**config.mk**
```make
export PLATFORM = sky130hd
export DESIGN_NAME = wb_bram_arbiter
export DESIGN_NICKNAME = d
export VERILOG_FILES = /design/src/rtl/wb_bram_arbiter.sv
export SDC_FILE = /design/constraint.sdc
export NUM_CORES = 1
export LEC_CHECK = 0
export ABC_AREA = 1
export BUFFER_PORTS_ARGS = -buffer_cell sky130_fd_sc_hd__buf_4
export CAP_MARGIN = 10
export CORE_ASPECT_RATIO = 0.5
export CORE_MARGIN = 2
export CORE_UTILIZATION = 37
export CTS_CLUSTER_SIZE = 8
export DETAILED_ROUTE_END_ITERATION = 8
export PLACE_DENSITY = 0.75
export SLEW_MARGIN = 20
export SYNTH_ARGS = -nofsm -noshare
export SYNTH_HDL_FRONTEND = slang
export SYNTH_SLANG_ARGS = --single-unit
```
**constraint.sdc**
```tcl
create_clock -name wb_clk_i -period 4.3 [get_ports wb_clk_i]
set_clock_uncertainty 0.05 [all_clocks]
set_input_delay 0.86 -clock wb_clk_i [delete_from_list [all_inputs] [get_ports wb_clk_i]]
set_output_delay 0.86 -clock wb_clk_i [all_outputs]
set_load 0.01 [all_outputs]
```
**src/rtl/wb_bram_arbiter.sv**
```systemverilog
// Round-robin arbiter sharing one single-port BRAM between the Wishbone slave and a user requester.
// Optional grant counters are built when ARB_STATS_EN is defined.
module wb_bram_arbiter #(
   parameter int          ADDR_W = 12,
   parameter int          DELAYS = 10,
   parameter logic [11:0] BASE   = 12'h380
) (
   input  logic              wb_clk_i,
   input  logic              wb_rst_i,
   input  logic              wbs_stb_i,
   input  logic              wbs_cyc_i,
   input  logic              wbs_we_i,
   input  logic [3:0]        wbs_sel_i,
   input  logic [31:0]       wbs_dat_i,
   input  logic [31:0]       wbs_adr_i,
   output logic              wbs_ack_o,
   output logic [31:0]       wbs_dat_o,
   input  logic              usr_req_i,
   input  logic              usr_we_i,
   input  logic [3:0]        usr_sel_i,
   input  logic [ADDR_W-1:0] usr_adr_i,
   input  logic [31:0]       usr_dat_i,
   output logic              usr_gnt_o,
   output logic              usr_vld_o,
   output logic [31:0]       usr_dat_o,
   output logic              bram_en_o,
   output logic [3:0]        bram_we_o,
   output logic [31:0]       bram_adr_o,
   output logic [31:0]       bram_di_o,
`ifdef ARB_STATS_EN
   output logic [15:0]       stat_wb_o,
   output logic [15:0]       stat_usr_o,
`endif
   input  logic [31:0]       bram_do_i
);

   localparam logic [1:0] S_IDLE    = 2'd0;
   localparam logic [1:0] S_WB_BUSY = 2'd1;
   localparam logic [1:0] S_WB_ACK  = 2'd2;
   localparam logic [1:0] S_USR     = 2'd3;
   localparam logic [7:0] CNT_LAST  = 8'(DELAYS - 1);

   logic [1:0]        state;
   logic [7:0]        cnt;
   logic              last_usr;
   logic [ADDR_W-1:0] wb_adr_q;
   logic [3:0]        wb_sel_q;
   logic              wb_we_q;
   logic [31:0]       wb_dat_q;
   logic              usr_vld_q;
   logic [ADDR_W-1:0] bram_word;

   wire wb_valid = wbs_stb_i & wbs_cyc_i & (wbs_adr_i[31:20] == BASE);
   wire wb_wins  = wb_valid & (~usr_req_i | last_usr);
   wire usr_wins = usr_req_i & (~wb_valid | ~last_usr);
   wire unused_adr_bits = ^{wbs_adr_i[19:ADDR_W+2], wbs_adr_i[1:0]};

   // Ties go to whoever was not granted last; the WB request is latched at grant time
   always_ff @(posedge wb_clk_i or posedge wb_rst_i) begin
      if (wb_rst_i) begin
         state     <= S_IDLE;
         cnt       <= 8'd0;
         last_usr  <= 1'b1;
         wb_adr_q  <= '0;
         wb_sel_q  <= 4'd0;
         wb_we_q   <= 1'b0;
         wb_dat_q  <= 32'd0;
         usr_vld_q <= 1'b0;
      end else begin
         usr_vld_q <= 1'b0;
         case (state)
            S_IDLE: begin
               if (wb_wins) begin
                  state    <= S_WB_BUSY;
                  cnt      <= 8'd0;
                  last_usr <= 1'b0;
                  wb_adr_q <= wbs_adr_i[ADDR_W+1:2];
                  wb_sel_q <= wbs_sel_i;
                  wb_we_q  <= wbs_we_i;
                  wb_dat_q <= wbs_dat_i;
               end else if (usr_wins) begin
                  state    <= S_USR;
                  last_usr <= 1'b1;
               end
            end
            S_WB_BUSY: begin
               if (!wbs_cyc_i)
                  state <= S_IDLE;
               else if (cnt == CNT_LAST)
                  state <= S_WB_ACK;
               else
                  cnt <= cnt + 8'd1;
            end
            S_WB_ACK: state <= S_IDLE;
            default: begin
               state     <= S_IDLE;
               usr_vld_q <= ~usr_we_i;
            end
         endcase
      end
   end

   // Only the write cycle of a WB access carries byte enables; later busy cycles re-read
   always_comb begin
      bram_en_o = 1'b0;
      bram_we_o = 4'd0;
      bram_word = '0;
      bram_di_o = 32'd0;
      wbs_ack_o = 1'b0;
      wbs_dat_o = 32'd0;
      usr_gnt_o = 1'b0;
      case (state)
         S_WB_BUSY: begin
            bram_en_o = 1'b1;
            bram_word = wb_adr_q;
            bram_di_o = wb_dat_q;
            if (cnt == 8'd0)
               bram_we_o = wb_sel_q & {4{wb_we_q}};
         end
         S_WB_ACK: begin
            wbs_ack_o = 1'b1;
            if (!wb_we_q)
               wbs_dat_o = bram_do_i;
         end
         S_USR: begin
            bram_en_o = 1'b1;
            bram_we_o = usr_sel_i & {4{usr_we_i}};
            bram_word = usr_adr_i;
            bram_di_o = usr_dat_i;
            usr_gnt_o = 1'b1;
         end
         default: ;
      endcase
   end

   assign bram_adr_o = {{(30-ADDR_W){1'b0}}, bram_word, 2'b00};
   assign usr_vld_o  = usr_vld_q;
   assign usr_dat_o  = usr_vld_q ? bram_do_i : 32'd0;

`ifdef ARB_STATS_EN
   // Saturating counts of completed WB acks and user grants
   always_ff @(posedge wb_clk_i or posedge wb_rst_i) begin
      if (wb_rst_i) begin
         stat_wb_o  <= 16'd0;
         stat_usr_o <= 16'd0;
      end else begin
         if (state == S_WB_ACK && stat_wb_o != 16'hFFFF)
            stat_wb_o <= stat_wb_o + 16'd1;
         if (state == S_USR && stat_usr_o != 16'hFFFF)
            stat_usr_o <= stat_usr_o + 16'd1;
      end
   end
`endif

endmodule

```
==> impl_metrics.ini <==
[route]
drt-total-wl_um = 12010
firstDrtPassIters = 4
ant_nets = 0
drc = 0
vias = 4165
wire_per_inst_um = 12.73
drt_first_iter_violations = 247
viasPerCell = 4.417

[timing]
finalSetupViolations = 0
fin_tns_setup_ps = 0
worst_pin_slew_ps = 966.2
finalMaxSlewViolations = 0
finalCritPeriodShare = 0.7337
finalHoldViolCount = 0
fmax_mhz = 317.0
rsz0062_at_grt = no
period_needed_ps = 3155
relSlewSlack = 0.3558

[floorplan]
die_w_um = 149.0
rows = 26
dieArea_mm2 = 0.01140
core-area_mm2 = 0.01021
io_pins = 291
start_util = 0.3807
die_h_um = 76.49

[synth]
syn-cell-area_mm2 = 0.003889
synth_seq_cells = 61
synth_edf_count = 0
syn_area_per_cell_um2 = 7.019
synth-seq-area-share = 0.3929
async_flop_share = 1.000
syn_inst = 554
yosys_warnings = 0
synthFlopType = dfrtp_1
ys_types = 28

[pwr]
comb_power_share = 0.422
p_per_area_mw_per_mm2 = 374.0
p_seq_frac = 0.278
design_power_total_uw = 2286
swShare = 0.3477
p_leak_uw = 0.003790
pwr-share-clk = 0.299
power_switching_uw = 794.7
internal_power_uw = 1491
ir_drop_mv = 0.2084

[critical_path]
crit_arrival_ps = 2240
crit_fanout = 45
r2r-end = wb_dat_q[26]$_DFFE_PP0P_
path_delay_family = buffers and inverters
cp.required_ps = 3390
path_depth = 4
critPathLaunch = state[0]$_DFFE_PP0P_
endpoint = bram_adr_o[6]
slowest_stage = inv_2
r2r_slack_ps = 1960
slowest_delay_ps = 690
critPathLaunchType = flop
critPathBufInv = 2
reg2reg_from = state[0]$_DFFE_PP0P_
ff2ff_path_depth = 5
crit_type = reg2out
cp-end-kind = output pin
cp_cell_sequence = nand2_1 -> inv_2 -> a22o_1 -> buf_4

[cts]
clk_path_buf_depth = 2
clkSinkCount = 61
cts_tree = built
cts.clk_slew.worst_paths_ps = 50
post_cts_buffers = 0
clockRootBuffer = clkbuf_16
numCtsBuffers = 9
clk_latency_ps = 330
holdBufCountCts = 0
ctsHtreeMaxLevel = 3
cts_resized = 0

[placed_design]
port_buffers = 262
gp_congestion = 0.8583
hpwl_um = 9318

[global_routing]
grt_max_degree = 70
grt.total_usage = 0.2055
grt_pass1_vias = 3802
gr-total-overflow = 0
grt_pass1_wl_um = 18700
antenna_found_initial = 0

[finish]
layout_commonest_cell = buf_4
final_nets = 958
syn_to_final_growth_pct = 57.14
drive_gt1_frac = 0.3574
n_antenna_cell = 0
final_cell_mix = buf_4, inv_1, nand2_1
nFillCells = 949

[worst_hold_path]
hp-class = reg2reg

[status]
status = finished, final reports clean

[job]
maxCapViolations = 0
-- sequential cells by signal, indices dropped and copies added (netlist names) --
signal	cells
wb_dat_q	32
wb_adr_q	12
last_usr	1
usr_vld_o	1
wb_sel_q	4
wb_we_q	1
state	2
cnt	8
-- metal layers --
metal  track usage  share of wire  wire, µm
met1        0.2412           0.41      4871
met5             0              0         0
met2        0.3710           0.52      6211
met4       0.06095          0.016       197
met3       0.05150          0.061       729
-- worst register-to-register path, cell delays in order, from the launching register on --
cell     delay, ps
dfrtp_1        450
nor2_2         220
nand4_4        730
buf_4          590
nand2_1        100
o21ai_0         70
-- metrics by stage --
stage	setup WS (ps)	hold WS, ps	area (µm²)	util	cells
3_3_place_gp	1348	417.0	5829	0.5707	929
5_1_grt	996.6	456.4	6111	0.5982	943
2_1_floorplan	1879	403.7	3960	-	573
6_report	1145	436.0	6111	0.5982	943
3_5_place_dp	1314	427.9	5829	0.5707	929
4_1_cts	1150	440.5	6111	0.5982	943
-- final cells by class --
class | count | area [µm²] | area share
Timing Repair Buffer | 264 | 1982 | 0.3243
Inverter | 134 | 503.0 | 0.08231
Clock inverter | 2 | 35.03 | 0.005733
Sequential cell | 61 | 1528 | 0.2500
Multi-Input combinational cell | 330 | 1642 | 0.2686
Tap cell | 140 | 175.2 | 0.02867
Clock buffer | 12 | 246.5 | 0.04034
-- how the worst min path moves through the flow --
stage               depth (start not counted)                  endpoint  slack, ps                      from
floorplan                                   2   wb_sel_q[0]$_DFFE_PP0P_        400   wb_sel_q[0]$_DFFE_PP0P_
global placement                            2   wb_sel_q[2]$_DFFE_PP0P_        420   wb_sel_q[2]$_DFFE_PP0P_
detailed placement                          2   wb_sel_q[2]$_DFFE_PP0P_        430   wb_sel_q[2]$_DFFE_PP0P_
CTS                                         2  wb_dat_q[25]$_DFFE_PP0P_        440  wb_dat_q[25]$_DFFE_PP0P_
global route                                2  wb_dat_q[29]$_DFFE_PP0P_        460  wb_dat_q[29]$_DFFE_PP0P_
finish                                      2   wb_dat_q[6]$_DFFE_PP0P_        440   wb_dat_q[6]$_DFFE_PP0P_
-- synthesized netlist by cell type, types with 2 or more instances --
master,number,share of area
nand3_1,21,0.027
inv_1,132,0.13
ha_1,3,0.0097
inv_2,2,0.0019
a22o_1,44,0.099
nor2_1,50,0.048
o21ai_0,21,0.027
buf_6,3,0.0087
nor2_2,2,0.0032
nor3b_1,2,0.0039
clkbuf_1,16,0.015
buf_4,20,0.039
buf_2,8,0.010
o21ai_1,31,0.040
nand2_1,125,0.12
nor3_1,2,0.0026
o21ai_2,2,0.0045
dfrtp_1,60,0.39
-- power by group through the flow --
| stage | combinational, µW | clock, µW | sequential [µW] |
|---|---|---|---|
| 2_1_floorplan | 527 | 0 | 626 |
| 3_3_place_gp | 953 | 0 | 645 |
| 3_5_place_dp | 968 | 0 | 645 |
| 4_1_cts | 973 | 701 | 636 |
| 5_1_grt | 1050 | 727 | 642 |
| 6_report | 966 | 684 | 636 |
-- cells by family (layout without fill, tap and decap cells) --
logic type      Yosys count  after routing  share of synthesized area
other cells               1             20                  0.0009643
compound gates          100            100                     0.1737
flops                    61             61                     0.3929
fa+ha+maj                 3              3                   0.009654
simple gates            206            206                     0.2172
xor+xnor                  1              1                   0.002253
buf+inv                 182            412                     0.2033
No activity file was read; power rests on OpenSTA's default activity.
